==> src/rtl/axi_lite_regfile.sv <==
`default_nettype none
// ============================================================================
// Module   : axi_lite_regfile
// Brief    : AXI4-Lite slave register file with byte strobes, SLVERR on
//            out-of-range accesses, parallel export and per-register pulses.
// Revision : 1.0
// ============================================================================
module axi_lite_regfile #(
    parameter int ADDR_WIDTH = 6,
    parameter int DATA_WIDTH = 32,
    parameter int NUM_REGS   = 8
) (
    input  logic                           ACLK,
    input  logic                           ARESET,
    input  logic [ADDR_WIDTH-1:0]          AWADDR,
    input  logic                           AWVALID,
    output logic                           AWREADY,
    input  logic [DATA_WIDTH-1:0]          WDATA,
    input  logic [DATA_WIDTH/8-1:0]        WSTRB,
    input  logic                           WVALID,
    output logic                           WREADY,
    output logic [1:0]                     BRESP,
    output logic                           BVALID,
    input  logic                           BREADY,
    input  logic [ADDR_WIDTH-1:0]          ARADDR,
    input  logic                           ARVALID,
    output logic                           ARREADY,
    output logic [DATA_WIDTH-1:0]          RDATA,
    output logic [1:0]                     RRESP,
    output logic                           RVALID,
    input  logic                           RREADY,
    output logic [NUM_REGS*DATA_WIDTH-1:0] reg_out,
    output logic [NUM_REGS-1:0]            wr_pulse
);

    localparam int         c_STRB_W      = DATA_WIDTH / 8;
    localparam int         c_OFF_W       = $clog2(c_STRB_W);
    localparam int         c_IDX_W       = ADDR_WIDTH - c_OFF_W;
    localparam logic [1:0] c_RESP_OKAY   = 2'b00;
    localparam logic [1:0] c_RESP_SLVERR = 2'b10;

    logic [DATA_WIDTH-1:0] r_regs [NUM_REGS];
    logic                  r_aw_full;
    logic [c_IDX_W-1:0]    r_aw_idx;
    logic                  r_w_full;
    logic [DATA_WIDTH-1:0] r_w_data;
    logic [c_STRB_W-1:0]   r_w_strb;
    logic                  r_bvalid;
    logic [1:0]            r_bresp;
    logic                  r_rvalid;
    logic [DATA_WIDTH-1:0] r_rdata;
    logic [1:0]            r_rresp;
    logic [NUM_REGS-1:0]   r_wr_pulse;

    logic                  w_awready;
    logic                  w_wready;
    logic                  w_arready;
    logic                  w_commit;
    logic                  w_aw_valid;
    logic                  w_ar_valid;
    logic [c_IDX_W-1:0]    w_ar_idx;
    logic [NUM_REGS-1:0]   w_aw_hit;
    logic [NUM_REGS-1:0]   w_ar_hit;
    logic [DATA_WIDTH-1:0] w_rd_data;
    logic                  w_unused;

    // Byte-offset bits never select anything; only the word index matters.
    assign w_unused  = ^{1'b0, AWADDR[c_OFF_W-1:0], ARADDR[c_OFF_W-1:0]};
    assign w_ar_idx  = ARADDR[ADDR_WIDTH-1:c_OFF_W];

    assign w_awready = !r_aw_full && !r_bvalid;
    assign w_wready  = !r_w_full && !r_bvalid;
    assign w_arready = !r_rvalid;
    assign w_commit  = r_aw_full && r_w_full;

    // One-hot decode; an out-of-range index matches no register.
    for (genvar gi = 0; gi < NUM_REGS; gi++) begin : g_reg
        assign w_aw_hit[gi] = (r_aw_idx == c_IDX_W'(gi));
        assign w_ar_hit[gi] = (w_ar_idx == c_IDX_W'(gi));
        assign reg_out[gi*DATA_WIDTH +: DATA_WIDTH] = r_regs[gi];
    end

    assign w_aw_valid = |w_aw_hit;
    assign w_ar_valid = |w_ar_hit;

    always_comb begin
        w_rd_data = '0;
        for (int i = 0; i < NUM_REGS; i++) begin
            if (w_ar_hit[i]) begin
                w_rd_data = r_regs[i];
            end
        end
    end

    always_ff @(posedge ACLK) begin
        if (ARESET) begin
            r_aw_full  <= 1'b0;
            r_aw_idx   <= '0;
            r_w_full   <= 1'b0;
            r_w_data   <= '0;
            r_w_strb   <= '0;
            r_bvalid   <= 1'b0;
            r_bresp    <= c_RESP_OKAY;
            r_wr_pulse <= '0;
        end else begin
            if (AWVALID && w_awready) begin
                r_aw_full <= 1'b1;
                r_aw_idx  <= AWADDR[ADDR_WIDTH-1:c_OFF_W];
            end
            if (WVALID && w_wready) begin
                r_w_full <= 1'b1;
                r_w_data <= WDATA;
                r_w_strb <= WSTRB;
            end
            // Address and data both held: commit and raise the response.
            if (w_commit) begin
                r_aw_full  <= 1'b0;
                r_w_full   <= 1'b0;
                r_bvalid   <= 1'b1;
                r_bresp    <= w_aw_valid ? c_RESP_OKAY : c_RESP_SLVERR;
                r_wr_pulse <= w_aw_hit;
            end else begin
                r_wr_pulse <= '0;
                if (r_bvalid && BREADY) begin
                    r_bvalid <= 1'b0;
                end
            end
        end
    end

    always_ff @(posedge ACLK) begin
        if (ARESET) begin
            for (int i = 0; i < NUM_REGS; i++) begin
                r_regs[i] <= '0;
            end
        end else if (w_commit) begin
            for (int i = 0; i < NUM_REGS; i++) begin
                for (int k = 0; k < c_STRB_W; k++) begin
                    if (w_aw_hit[i] && r_w_strb[k]) begin
                        r_regs[i][k*8 +: 8] <= r_w_data[k*8 +: 8];
                    end
                end
            end
        end
    end

    // Reads sample the register array before any same-edge commit lands.
    always_ff @(posedge ACLK) begin
        if (ARESET) begin
            r_rvalid <= 1'b0;
            r_rdata  <= '0;
            r_rresp  <= c_RESP_OKAY;
        end else if (ARVALID && w_arready) begin
            r_rvalid <= 1'b1;
            r_rdata  <= w_rd_data;
            r_rresp  <= w_ar_valid ? c_RESP_OKAY : c_RESP_SLVERR;
        end else if (r_rvalid && RREADY) begin
            r_rvalid <= 1'b0;
            r_rdata  <= '0;
            r_rresp  <= c_RESP_OKAY;
        end
    end

    assign AWREADY  = w_awready;
    assign WREADY   = w_wready;
    assign BVALID   = r_bvalid;
    assign BRESP    = r_bresp;
    assign ARREADY  = w_arready;
    assign RVALID   = r_rvalid;
    assign RDATA    = r_rdata;
    assign RRESP    = r_rresp;
    assign wr_pulse = r_wr_pulse;

endmodule
`default_nettype wire

==> config.mk <==
export PLATFORM = sky130hd
export DESIGN_NAME = axi_lite_regfile
export DESIGN_NICKNAME = d
export VERILOG_FILES = /design/src/rtl/axi_lite_regfile.sv
export SDC_FILE = /design/constraint.sdc
export NUM_CORES = 1
export LEC_CHECK = 0
export CAP_MARGIN = 20
export CORE_ASPECT_RATIO = 0.7
export CORE_MARGIN = 2
export CORE_UTILIZATION = 54
export CTS_CLUSTER_DIAMETER = 120
export DETAILED_ROUTE_END_ITERATION = 7
export PLACE_DENSITY = 0.86
export SLEW_MARGIN = 20
export SYNTH_ARGS = -nofsm -noshare
export SYNTH_HDL_FRONTEND = slang
export SYNTH_SLANG_ARGS = --single-unit
==> constraint.sdc <==
create_clock -name ACLK -period 5.6 [get_ports ACLK]
set_clock_uncertainty 0.05 [all_clocks]
set_input_delay 1.12 -clock ACLK [delete_from_list [all_inputs] [get_ports ACLK]]
set_output_delay 1.12 -clock ACLK [all_outputs]
set_load 0.02 [all_outputs]
==> summary.txt, run 1 <==
Maximum clock frequency - 283 MHz
Die W - 205 µm
Met1 Track Usage GR - 48.6%
Reg2Reg Setup Slack - 2670 ps
Setup crit start kind - input pin
TritonCTS clock tree - built
Drt via density - 6.25
Post-route non-filler standard cell count - 2095
R2R Path End - r_regs[0][3]$_SDFFCE_PN0P_
Global placement routability congestion - 0.932
Design area - 20000 µm²
Clock-pin slew on the worst setup and hold paths - 60 ps
DR DRC count - 0
Largest net degree at the start of global routing - 62
Crit path DAT - 3890 ps
Row count - 51
Hold Crit Endpoint - r_w_data[24]$_SDFFE_PP0P_
Leak - 7.07 nW
Final Setup Violations - 0
Avg Cell Area, Syn - 11.0 µm²
Post-route ant nets - 0
Mapped Area - 15200 µm²
Grt peak-use layer - met2
Initial Utilization - 54.8%
Critical path class - input pin to flop
GRT Total Usage - 35.3%
Num CTS Buffers - 35
Pins Over Slew Limit - 0
Sequential cell fraction of total power - 49.3%
HP Start - r_w_data[24]$_SDFFE_PP0P_
# nets final - 1750
Commonest non-fill, non-tap cell in the layout - clkdlybuf4s50_1
Clk pwr share - 38.1%
# hold bufs at CTS - 0
Sequential area share after synthesis - 61.9%
Die Span Y - 144 µm
Req. time, crit path - 5960 ps
Worst hold path class - flop to flop
Initial antenna violation count - 2
First-pass GRT wire length - 76.1 mm
Via count - 13100
Clock latency at the later pin of the worst-skew pair - 510 ps
Pwr Density - 296 nW/µm²
WP buf/inv - 1
Actual slew at the worst max-slew pin - 1110 ps
Worst r2r path cells - 3
Total power - 5.91 mW
Fin Setup TNS - 0 ps
Synth async-reset ratio - 0%
WL/cell - 25.7 µm
Count of final hold-check violations - 0
FF+latch count, synth - 342
Placed inst area - 18900 µm²
CP max stage delay - 1130 ps
Net Sw Power - 1.53 mW
Gate power share - 12.6%
M2 GR Usage - 52.0%
Cell depth of the worst min-delay path - 2
PortBufs - 353
Grt met3 use - 11.3%
Status - finished, final reports clean
Leading cell types in the layout, fill and taps excluded - clkdlybuf4s50_1, edfxtp_1, nor2_1
Max Cap Viol - 0
Resized Gates After CTS - 0
Synth cell types - 53
Peak VDD IR - 0.191 mV
TritonRoute pass-1 iters - 6
Vias in the first global route - 12100
Top_reg_cell synth - edfxtp_1
Post-synth EDFFs - 256
Final min period - 3530 ps
Drt total wl - 53.8 mm
Slew HR - 25.2%
Drt initial violations - 1900
Area Overhead vs Synth - 31.3%
# IOs - 360
Postcts setup bufs - 0
Share of cells above drive strength 1 - 5.93%
Die area - 29500 µm²
Synth Instances - 1386
Worst Path Max Fanout - 19
Top delay family on crit path - simple AND/OR/NAND/NOR gates
DP HPWL - 37.4 mm
Yosys warnings - 0
CP max stage cell - nand4b_2
Worst setup path startpoint - ARADDR[5]
Worst r2r src - r_aw_idx[0]$_SDFFE_PP0P_
Placed Cells incl. Taps - 2029
Switching Share - 25.8%
Root Buffer - clkbuf_16
Crit end category - flop
Sink Count - 342
Grt ovf - 0
Fin crit share - 63.0%
H-tree levels - 2
Power Internal - 4.39 mW
Max clock buf depth - 3
RSZ-0062 raised after global routing - no
CP cell instances - clkdlybuf4s50_1, nand4b_2, o32ai_1, a2111oi_0, nor3_1
Core Box Area - 27800 µm²
## how the worst max path moves through the flow
stage | end | cells after the start
2_1_floorplan | r_regs[1][64]$_DFFE_PP_ | 5
3_5_place_dp | RDATA[14]$_SDFFE_PP0P_ | 5
6_report | RDATA[14]$_SDFFE_PP0P_ | 5
3_3_place_gp | RDATA[13]$_SDFFE_PP0P_ | 5
4_1_cts | RDATA[23]$_SDFFE_PP0P_ | 5
5_1_grt | RDATA[14]$_SDFFE_PP0P_ | 5
## flip-flops by register name (all words and copies together), names as in the netlist
register,count
r_w_data,32
r_w_full,1
BVALID,1
BRESP,1
RRESP,1
r_regs,256
r_aw_full,1
r_w_strb,4
wr_pulse,8
r_aw_idx,4
RDATA,32
RVALID,1
## power by group through the flow
stage	Combinational (mW)	Sequential (mW)	Clock (mW)
CTS	0.733	2.91	2.25
detailed placement	0.730	2.96	0
finish	0.747	2.91	2.25
global placement	0.714	2.96	0
global route	0.778	2.92	2.35
floorplan	0.298	3.04	0
## Yosys cell counts, types with 2 or more instances
cell / count / area, µm²
edfxtp_1: 256 / 7690
nor2_1: 232 / 871
a21oi_1: 123 / 616
nand2_1: 111 / 417
dfxtp_1: 86 / 1720
inv_1: 72 / 270
nand3b_1: 72 / 541
nand2b_1: 61 / 382
clkbuf_1: 50 / 188
buf_2: 32 / 160
mux2i_1: 29 / 290
a21o_1: 26 / 195
o2bb2ai_1: 26 / 228
nor3_1: 23 / 115
nor4_1: 22 / 138
o22ai_1: 18 / 113
o21ai_0: 14 / 70.1
buf_4: 11 / 82.6
a2111oi_1: 10 / 100
o32ai_2: 10 / 163
a2111oi_0: 8 / 70.1
a211oi_1: 8 / 60.1
o32ai_1: 8 / 70.1
a22o_1: 7 / 61.3
mux2_2: 7 / 78.8
o211ai_1: 7 / 52.6
a32oi_1: 6 / 52.6
nor2b_1: 5 / 31.3
o21a_1: 5 / 37.5
o221ai_1: 5 / 43.8
or2_2: 5 / 31.3
and3_1: 4 / 25.0
and2_1: 3 / 18.8
a22oi_1: 2 / 15.0
buf_1: 2 / 7.51
buf_6: 2 / 22.5
nand3_1: 2 / 10.0
## metal layers
layer	wire length, µm	up-vias
met5	0	-
met4	2200	0
met3	8410	146
met2	23000	1146
met1	20200	6211
li1	-	5583
## logic make-up (layout without fill, tap and decap cells)
logic type / after synthesis / in the layout / synth area share (%)
other: 1 / 6 / 0.0247
buffers and inverters: 171 / 504 / 4.86
and+or+nand+nor: 549 / 549 / 17.6
DFF: 342 / 342 / 61.9
muxes: 38 / 38 / 2.67
AOI/OAI and AO/OA: 285 / 285 / 12.9
## worst register-to-register path: cells and delay by family, from the launching register on
| kind | cells | cell delay (ps) |
|---|---|---|
| flops | 1 | 390 |
| simple gates | 3 | 2120 |
## area by class of cell
class / instances / area, µm²
well taps: 371 / 464
clock inverters: 13 / 75.1
inverters: 73 / 274
multi-input cells: 874 / 5060
clock buffers: 49 / 1020
repair buffers: 369 / 3640
diodes: 4 / 10.0
fillers: 1938 / 7800
flip-flops and latches: 342 / 9410
## metrics by stage
stage | setup slack [ps] | utilization [%] | hold WS (ps)
finish | 2070 | 71.9 | 407
global route | 2080 | 71.9 | 416
CTS | 2240 | 71.9 | 405
detailed placement | 1750 | 67.9 | 396
global placement | 1830 | 67.9 | 392
floorplan | 2960 | - | 382
Power figures use the tool's default switching activity.
==> inputs of run 2 (changes only) <==
--- a/config.mk
+++ b/config.mk
@@ -8,10 +8,10 @@
 export CAP_MARGIN = 20
 export CORE_ASPECT_RATIO = 0.7
 export CORE_MARGIN = 2
-export CORE_UTILIZATION = 54
+export CORE_UTILIZATION = 50
 export CTS_CLUSTER_DIAMETER = 120
 export DETAILED_ROUTE_END_ITERATION = 7
-export PLACE_DENSITY = 0.86
+export PLACE_DENSITY = 0.8
 export SLEW_MARGIN = 20
 export SYNTH_ARGS = -nofsm -noshare
 export SYNTH_HDL_FRONTEND = slang
==> constraint.sdc (replaced) <==
create_clock -name ACLK -period 3.6 [get_ports ACLK]
set_clock_uncertainty 0.05 [all_clocks]
set_input_delay 0.72 -clock ACLK [delete_from_list [all_inputs] [get_ports ACLK]]
set_output_delay 0.72 -clock ACLK [all_outputs]
set_load 0.02 [all_outputs]
==> summary.txt, run 2 (same netlist as run 1, synthesis figures left out) <==
First-pass GRT wire length - 75.7 mm
Final Setup Violations - 0
Design area - 20200 µm²
Pins Over Slew Limit - 0
Worst setup path startpoint - r_aw_idx[2]$_SDFFE_PP0P_
Largest net degree at the start of global routing - 71
Leak - 7.17 nW
Die area - 31800 µm²
Post-route ant nets - 0
TritonRoute pass-1 iters - 8
Leading cell types in the layout, fill and taps excluded - clkdlybuf4s50_1, edfxtp_1, nor2_1
Placed inst area - 19000 µm²
WL/cell - 25.0 µm
# IOs - 360
Area Overhead vs Synth - 32.8%
Max clock buf depth - 3
Actual slew at the worst max-slew pin - 1100 ps
Global placement routability congestion - 0.903
Postcts setup bufs - 0
Commonest non-fill, non-tap cell in the layout - clkdlybuf4s50_1
Row count - 53
Maximum clock frequency - 330 MHz
Max FFs per register - 256
Total power - 9.36 mW
Most used cell, CP - nand2b_1
Grt ovf - 0
Resized Gates After CTS - 0
Fin crit share - 84.2%
DR DRC count - 0
Largest Register - r_regs
Clock latency at the later pin of the worst-skew pair - 530 ps
Fill cell count - 2298
Fin Setup TNS - 0 ps
GRT Total Usage - 32.8%
PortBufs - 353
Drt initial violations - 1554
Status - finished, final reports clean
Req. time, crit path - 3710 ps
Peak VDD IR - 0.345 mV
# hold bufs at CTS - 0
Worst Path Max Fanout - 9
H-tree levels - 2
CP max stage cell - nor3_2
Worst hold path class - flop to flop
Crit end category - flop
Final core occ - 67.4%
Sink Count - 342
Critical path class - flop to flop
Max Cap Viol - 0
Initial Utilization - 50.7%
Top delay family on crit path - simple AND/OR/NAND/NOR gates
Setup crit start kind - flop
Slew HR - 26.3%
Core Box Area - 30000 µm²
Final min period - 3030 ps
Share of cells above drive strength 1 - 7.14%
DP HPWL - 38.3 mm
Via count - 13000
Initial antenna violation count - 1
Clock-pin slew on the worst setup and hold paths - 60 ps
# nets final - 1765
CP max stage delay - 710 ps
HP Start - BRESP[1]$_SDFFE_PP0P_
Drt total wl - 53.8 mm
Die Span Y - 150 µm
Num CTS Buffers - 35
Count of final hold-check violations - 0
Vias in the first global route - 12100
WP buf/inv - 0
TritonCTS clock tree - built
Die W - 212 µm
RSZ-0062 raised after global routing - no
CP cell instances - nand2b_1, nor3_2, nand2_1, nand2b_1
Worst r2r src - r_aw_idx[2]$_SDFFE_PP0P_
Pwr Density - 464 nW/µm²
Root Buffer - clkbuf_16
Drt via density - 6.03
Crit path DAT - 3140 ps
-- run 2: worst min-delay path: cells and delay by family, from the launching register on --
| family | cells | cell delay [ps] |
|---|---|---|
| flip-flops | 1 | 310 |
| AND/OR/NAND/NOR | 1 | 50 |
| AO/OA/AOI/OAI | 1 | 50 |
-- run 2: per-layer routing --
| metal | share of wire [%] | wire length, µm | GRT usage, % |
|---|---|---|---|
| met2 | 43 | 22900 | 47.0 |
| met1 | 39 | 21000 | 45.1 |
| met3 | 14 | 7570 | 11.4 |
| met4 | 4.3 | 2310 | 14.8 |
| met5 | 0 | 0 | 0 |
-- run 2: final cells by class --
cell class	instances	area, µm²	share of cell area, %
antenna	1	2.50	0.0124
clock buffer	42	955	4.73
clock inverter	21	194	0.960
inverter	73	274	1.36
multi-input combinational	874	5070	25.1
sequential	342	9410	46.6
tap	412	515	2.55
timing repair buffer	384	3780	18.7
-- run 2: through the flow --
step | hold slack [ps] | worst slack (ps) | std cells
finish | 402 | 568 | 2149
floorplan | 382 | 1360 | 1387
global placement | 393 | 544 | 2085
CTS | 405 | 744 | 2148
global route | 417 | 567 | 2148
detailed placement | 397 | 526 | 2085
-- run 2: final timing paths --
check	endpoint	slack, ps	depth (start not counted)
worst max-delay path	r_regs[1][22]$_SDFFCE_PN0P_	570	4
worst min-delay path	BRESP[1]$_SDFFE_PP0P_	400	2
worst max register to register	r_regs[1][22]$_SDFFCE_PN0P_	570	4
worst min register to register	BRESP[1]$_SDFFE_PP0P_	400	2
-- run 2: report_power, final --
part	switching (mW)	leakage, nW	internal (mW)
sequential	0.135	3.34	4.40
clock	1.55	0.559	2.12
combinational	0.716	3.27	0.450
total	2.40	7.17	6.97
